**src/rtl/rewind_walker.sv**
```systemverilog
// rewind_walker: multi-cycle ROB rollback sequencer.
// Walks ROB entries youngest-to-oldest, up to WIDTH per cycle, and broadcasts
// each batch on registered rw_* lanes to the map table, free list and RS.
// A branch rollback rewinds entries strictly younger than br_idx; flush_all
// rewinds every occupied entry. The new ROB tail is reported alongside done.

module rewind_walker #(
  parameter int WIDTH = 3,
  parameter int DEPTH = 32,
  parameter int IDX_W = $clog2(DEPTH),
  parameter int ARC_W = 5,
  parameter int PHY_W = 7,
  parameter int RS_W  = 4
) (
  input  logic                             clk,
  input  logic                             rst_n,
  input  logic                             start,
  input  logic                             flush_all,
  input  logic [IDX_W-1:0]                 tail_idx,
  input  logic [IDX_W-1:0]                 br_idx,
  input  logic [IDX_W:0]                   occ,
  output logic [WIDTH-1:0][IDX_W-1:0]      rd_idx,
  input  logic [WIDTH-1:0][ARC_W-1:0]      rd_arc_dst,
  input  logic [WIDTH-1:0][PHY_W-1:0]      rd_phy_dst,
  input  logic [WIDTH-1:0][PHY_W-1:0]      rd_phy_dst_old,
  input  logic [WIDTH-1:0][RS_W-1:0]       rd_rs_idx,
  output logic [WIDTH-1:0]                 rw_valid,
  output logic [WIDTH-1:0][ARC_W-1:0]      rw_arc_dst,
  output logic [WIDTH-1:0][PHY_W-1:0]      rw_phy_dst,
  output logic [WIDTH-1:0][PHY_W-1:0]      rw_phy_dst_old,
  output logic [WIDTH-1:0][RS_W-1:0]       rw_rs_idx,
  input  logic                             rw_ready,
  output logic                             busy,
  output logic                             done,
  output logic [IDX_W-1:0]                 new_tail
);

  typedef enum logic [1:0] {
    ST_IDLE = 2'd0,
    ST_WALK = 2'd1,
    ST_DONE = 2'd2
  } state_e;

  localparam logic [IDX_W:0]   WIDTH_C = (IDX_W+1)'(WIDTH);
  localparam logic [IDX_W-1:0] ONE_C   = IDX_W'(1);

  state_e                     state_q, state_d;
  logic [IDX_W-1:0]           cursor_q, cursor_d;
  logic [IDX_W:0]             rem_q, rem_d;
  logic [IDX_W-1:0]           nt_q, nt_d;
  logic [WIDTH-1:0]           rw_valid_q, rw_valid_d;
  logic [WIDTH-1:0][ARC_W-1:0] rw_arc_q, rw_arc_d;
  logic [WIDTH-1:0][PHY_W-1:0] rw_phy_q, rw_phy_d;
  logic [WIDTH-1:0][PHY_W-1:0] rw_old_q, rw_old_d;
  logic [WIDTH-1:0][RS_W-1:0]  rw_rs_q, rw_rs_d;
  logic                       busy_q, busy_d;
  logic                       done_q, done_d;
  logic [IDX_W-1:0]           new_tail_q, new_tail_d;

  logic [IDX_W:0]             take_s;
  logic                       load_s;

  // ROB read addresses: lane k looks at cursor-k, wrapping modulo DEPTH
  always_comb begin
    for (int k = 0; k < WIDTH; k++) begin
      rd_idx[k] = cursor_q - IDX_W'(k);
    end
  end

  // Batch size and output-register load enable (empty register or transfer)
  always_comb begin
    if (rem_q > WIDTH_C) begin
      take_s = WIDTH_C;
    end else begin
      take_s = rem_q;
    end
    load_s = (rw_valid_q == '0) || rw_ready;
  end

  // Next-state and next-output computation for the walk sequencer
  always_comb begin
    state_d    = state_q;
    cursor_d   = cursor_q;
    rem_d      = rem_q;
    nt_d       = nt_q;
    rw_valid_d = rw_valid_q;
    rw_arc_d   = rw_arc_q;
    rw_phy_d   = rw_phy_q;
    rw_old_d   = rw_old_q;
    rw_rs_d    = rw_rs_q;

    case (state_q)
      ST_IDLE: begin
        if (start) begin
          cursor_d = tail_idx - ONE_C;
          if (flush_all) begin
            rem_d = occ;
            nt_d  = tail_idx - occ[IDX_W-1:0];
          end else begin
            // Entries strictly younger than the branch; modulo DEPTH
            rem_d = {1'b0, tail_idx - br_idx - ONE_C};
            nt_d  = br_idx + ONE_C;
          end
          if (rem_d == '0) begin
            state_d = ST_DONE;
          end else begin
            state_d = ST_WALK;
          end
        end else begin
          state_d = ST_IDLE;
        end
      end

      ST_WALK: begin
        if (load_s) begin
          if (rem_q == '0) begin
            // Final batch has been accepted: empty the register and report
            rw_valid_d = '0;
            state_d    = ST_DONE;
          end else begin
            // Only valid lanes take new payloads; the rest keep their values
            for (int k = 0; k < WIDTH; k++) begin
              if ((IDX_W+1)'(k) < rem_q) begin
                rw_valid_d[k] = 1'b1;
                rw_arc_d[k]   = rd_arc_dst[k];
                rw_phy_d[k]   = rd_phy_dst[k];
                rw_old_d[k]   = rd_phy_dst_old[k];
                rw_rs_d[k]    = rd_rs_idx[k];
              end else begin
                rw_valid_d[k] = 1'b0;
              end
            end
            cursor_d = cursor_q - take_s[IDX_W-1:0];
            rem_d    = rem_q - take_s;
          end
        end else begin
          // Consumer stalled: hold the current batch unchanged
          state_d = ST_WALK;
        end
      end

      ST_DONE: begin
        state_d = ST_IDLE;
      end

      default: begin
        state_d    = ST_IDLE;
        rw_valid_d = '0;
      end
    endcase

    busy_d = (state_d != ST_IDLE);
    done_d = (state_d == ST_DONE);
    if (state_d == ST_DONE) begin
      new_tail_d = nt_d;
    end else begin
      new_tail_d = '0;
    end
  end

  // State, walk bookkeeping and registered outputs
  always_ff @(posedge clk or negedge rst_n) begin
    if (!rst_n) begin
      state_q    <= ST_IDLE;
      cursor_q   <= '0;
      rem_q      <= '0;
      nt_q       <= '0;
      rw_valid_q <= '0;
      rw_arc_q   <= '0;
      rw_phy_q   <= '0;
      rw_old_q   <= '0;
      rw_rs_q    <= '0;
      busy_q     <= 1'b0;
      done_q     <= 1'b0;
      new_tail_q <= '0;
    end else begin
      state_q    <= state_d;
      cursor_q   <= cursor_d;
      rem_q      <= rem_d;
      nt_q       <= nt_d;
      rw_valid_q <= rw_valid_d;
      rw_arc_q   <= rw_arc_d;
      rw_phy_q   <= rw_phy_d;
      rw_old_q   <= rw_old_d;
      rw_rs_q    <= rw_rs_d;
      busy_q     <= busy_d;
      done_q     <= done_d;
      new_tail_q <= new_tail_d;
    end
  end

  assign rw_valid       = rw_valid_q;
  assign rw_arc_dst     = rw_arc_q;
  assign rw_phy_dst     = rw_phy_q;
  assign rw_phy_dst_old = rw_old_q;
  assign rw_rs_idx      = rw_rs_q;
  assign busy           = busy_q;
  assign done           = done_q;
  assign new_tail       = new_tail_q;

endmodule

```
**config.mk**
```make
export PLATFORM = sky130hd
export DESIGN_NAME = rewind_walker
export DESIGN_NICKNAME = d
export VERILOG_FILES = /design/src/rtl/rewind_walker.sv
export SDC_FILE = /design/constraint.sdc
export NUM_CORES = 1
export LEC_CHECK = 0
export BUFFER_PORTS_ARGS = -buffer_cell sky130_fd_sc_hd__clkbuf_2
export CORE_ASPECT_RATIO = 1.2
export CORE_MARGIN = 5
export CORE_UTILIZATION = 49
export DETAILED_ROUTE_END_ITERATION = 8
export PLACE_DENSITY = 0.92
export SYNTH_ARGS = -nofsm -noshare
export SYNTH_HDL_FRONTEND = slang
export SYNTH_SLANG_ARGS = --single-unit
```
**constraint.sdc**
```tcl
create_clock -name clk -period 2.75 [get_ports clk]
set_clock_uncertainty 0.1 [all_clocks]
set_input_delay 0.55 -clock clk [delete_from_list [all_inputs] [get_ports clk]]
set_output_delay 0.55 -clock clk [all_outputs]
set_load 0.01 [all_outputs]
```
==> impl_metrics.toml <==
[worst_setup_path]
r2r_slack_ns = 0.15
worstPathArrival_ns = 2.71
critical_path_class = "reg2reg"
endpoint_kind = "register"
cp_max_fo = 8
cp-start-kind = "register"
worst-endpoint-required_ns = 2.86

[detailed_routing]
first_pass_iters = 4
drtAntennaViolNets = 0
vias = 3680
drtIter0Drc = 223
viasPerCell = 5.19
drc_errors = 0
wire_per_inst_um = 16.4
wl_mm = 11.6

[yosys]
synthFlopType = "dfrtp_1"
muxShareOfSynthArea_pct = 18.8
synth_compound_area_share_pct = 8.71
synth_fa_ha_area_share_pct = 6.03
synth_cells = 393
synth-seq-cells = 97
syn_area_um2 = 4730
seq_area_frac_synth_pct = 51.3
synth_xor_xnor_area_share_pct = 2.78
synth_top_family_by_area = "multiplexers"
async_flop_share_pct = 100
synth_cell_type_count = 46
yosysWarnings = 0
avgSynthCellArea_um2 = 12.0
synth-edff-count = 0
synthSimpleGateAreaFrac_pct = 8.47

[clock_tree]
cts_tree = "built"
clkLatencyLatePin_ns = 0.33
post_cts_buffers = 0
clk_path_buf_depth = 2
cts_resized = 0
clk_pin_slew_ns = 0.06
cts_root_buf = "clkbuf_16"
cts_buffers = 9
ctsHoldBuffers = 0
cts_max_level = 3
cts_sinks = 97

[floorplan]
ioPinCount = 184
die_width_um = 99.7
core_um2 = 9470
std_cell_rows = 39
die_h_um = 118
start_util_pct = 49.9
die_area_um2 = 11700

[global_routing]
grt_first_pass_wirelength_mm = 19.5
grt-ovfl-total = 0
grt_usage_pct = 20.5
antenna_found_initial = 0
grt_max_degree = 55
grt_pass1_vias = 3891

[sta]
rsz0062_at_grt = "no"
hold_viol_final = 0
setup_violations = 0
slew-limit-headroom_pct = 62.3
fmax_mhz = 385
period_share_pct = 94.4
fin_setup_tns_ns = 0
drv_slew = 0
period_needed_ns = 2.60
layout_setup_ws_ns = 0.155
whs_ns = 0.108
tightest_slew_ns = 0.565

[place]
io_buffers = 183
dp.cells = 695
dpl.hpwl_mm = 9.17
placed_cell_area_um2 = 5810
dp_worst_setup_slack_ns = 0.150
gp_congestion = 0.937

[power_and_ir_drop]
power.density_nw_per_um2 = 1200
leakage_nw = 3.13
total_power_mw = 7.29
max-vdd-ir-drop_uv = 421

[finish]
nets = 694
final_util_pct = 64.2
fin_area_um2 = 6080
antenna_cells = 0
layout-drive-gt1-share_pct = 48.3
stdcell_count = 709
area_delta_synth_final_pct = 28.6

[job]
maxCapViolations = 0

[run_status]
outcome = "completed"

[min_path]
hp-class = "in2async"
registers in the layout, summed over array words and instances (netlist names):
register and count:
state_q 2, rw_valid 3, busy 1, rw_rs_idx 12
rw_phy_dst 21, rw_phy_dst_old 21, new_tail 5, done 1
rem_q 6, cursor_q 5, rw_arc_dst 15, nt_q 5
cells in the mapped netlist, types with 2 or more instances:
cell      instances  area [um^2]
dfrtp_1          97         2430
mux2_2           51          574
inv_1            22         82.6
nand2_1          22         82.6
nor2_1           20         75.1
a21oi_1          19         95.1
mux2_4           19          285
ha_1             18          225
o21ai_0          18         90.1
xor2_1           10         87.6
buf_2             7         35.0
nor2b_1           7         43.8
nor3_1            7         35.0
o21a_1            6         45.0
a211oi_1          5         37.5
clkbuf_1          5         18.8
nand3_1           5         25.0
xnor2_1           5         43.8
nor3b_1           4         30.0
or3_1             4         25.0
a31oi_1           3         18.8
buf_6             3         33.8
fa_1              3         60.1
mux2i_1           3         30.0
nand2b_1          3         18.8
a21o_1            2         15.0
a22oi_1           2         15.0
o211ai_1          2         15.0
o21ai_1           2         10.0
o22ai_1           2         12.5
or2_2             2         12.5
critical path, stage by stage (launching register included):
cell	delay (ns)
dfrtp_1	0.45
or4_1	0.62
or2_2	0.32
ha_1	0.20
inv_1	0.07
fa_1	0.40
a211oi_1	0.24
a21oi_1	0.07
cell type report:
| cell class | count | area (um^2) |
|---|---|---|
| fill | 743 | 3390 |
| sequential | 97 | 2430 |
| multi-input combinational | 259 | 2130 |
| timing repair buffer | 194 | 1010 |
| clock buffer | 12 | 256 |
| tap | 123 | 154 |
| inverter | 22 | 82.6 |
| clock inverter | 2 | 13.8 |
path summary, 6_finish.rpt:
check	start	end	cells after the start
setup / recovery	rem_q[2]	cursor_q[1]	7
hold / removal	rst_n	rw_arc_dst[10]	1
setup reg to reg	rem_q[2]	cursor_q[1]	7
hold reg to reg	nt_q[0]	nt_q[0]	2
max in group asynchronous	rst_n	rw_phy_dst[2]	2
min in group clk	rd_phy_dst_old[6]	rw_phy_dst_old[6]	2
report_power, final:
group	switching [mW]	internal [mW]	total, mW
registers	0.467	2.13	2.60
clock network	0.492	0.654	1.15
logic	1.77	1.77	3.55
total	2.73	4.56	7.29
per-layer routing:
metal | track usage (%) | share of wire, %
met3 | 3.56 | 5.9
met4 | 6.58 | 1.4
met5 | 0 | 0
met1 | 25.6 | 40
met2 | 35.6 | 53
cell families after synthesis:
kind of cell | Yosys count
flip-flops | 97
AND/OR/NAND/NOR | 81
multiplexers | 73
AO/OA/AOI/OAI | 67
buffers and inverters | 38
adder cells (fa/ha/maj) | 21
XOR/XNOR | 15
other | 1
placed cells by master (no fill, tap or decap), types with 2 or more instances in the layout:
| cell | count |
|---|---|
| clkbuf_2 | 182 |
| dfrtp_1 | 97 |
| mux2_2 | 51 |
| inv_1 | 22 |
| nand2_1 | 22 |
| nor2_1 | 20 |
| a21oi_1 | 19 |
| mux2_4 | 19 |
| o21ai_0 | 18 |
| ha_1 | 18 |
| buf_4 | 11 |
| xor2_1 | 10 |
| clkbuf_16 | 9 |
| nor2b_1 | 7 |
| nor3_1 | 7 |
| o21a_1 | 6 |
| xnor2_1 | 5 |
| nand3_1 | 5 |
| a211oi_1 | 5 |
| nor3b_1 | 4 |
| or3_1 | 4 |
| nand2b_1 | 3 |
| a31oi_1 | 3 |
| mux2i_1 | 3 |
| fa_1 | 3 |
| or2_2 | 2 |
| o211ai_1 | 2 |
| a21o_1 | 2 |
| o21ai_2 | 2 |
| a22oi_1 | 2 |
| o22ai_1 | 2 |
| conb_1 | 2 |
| clkbuf_8 | 2 |
(Power assumes the default switching activity.)
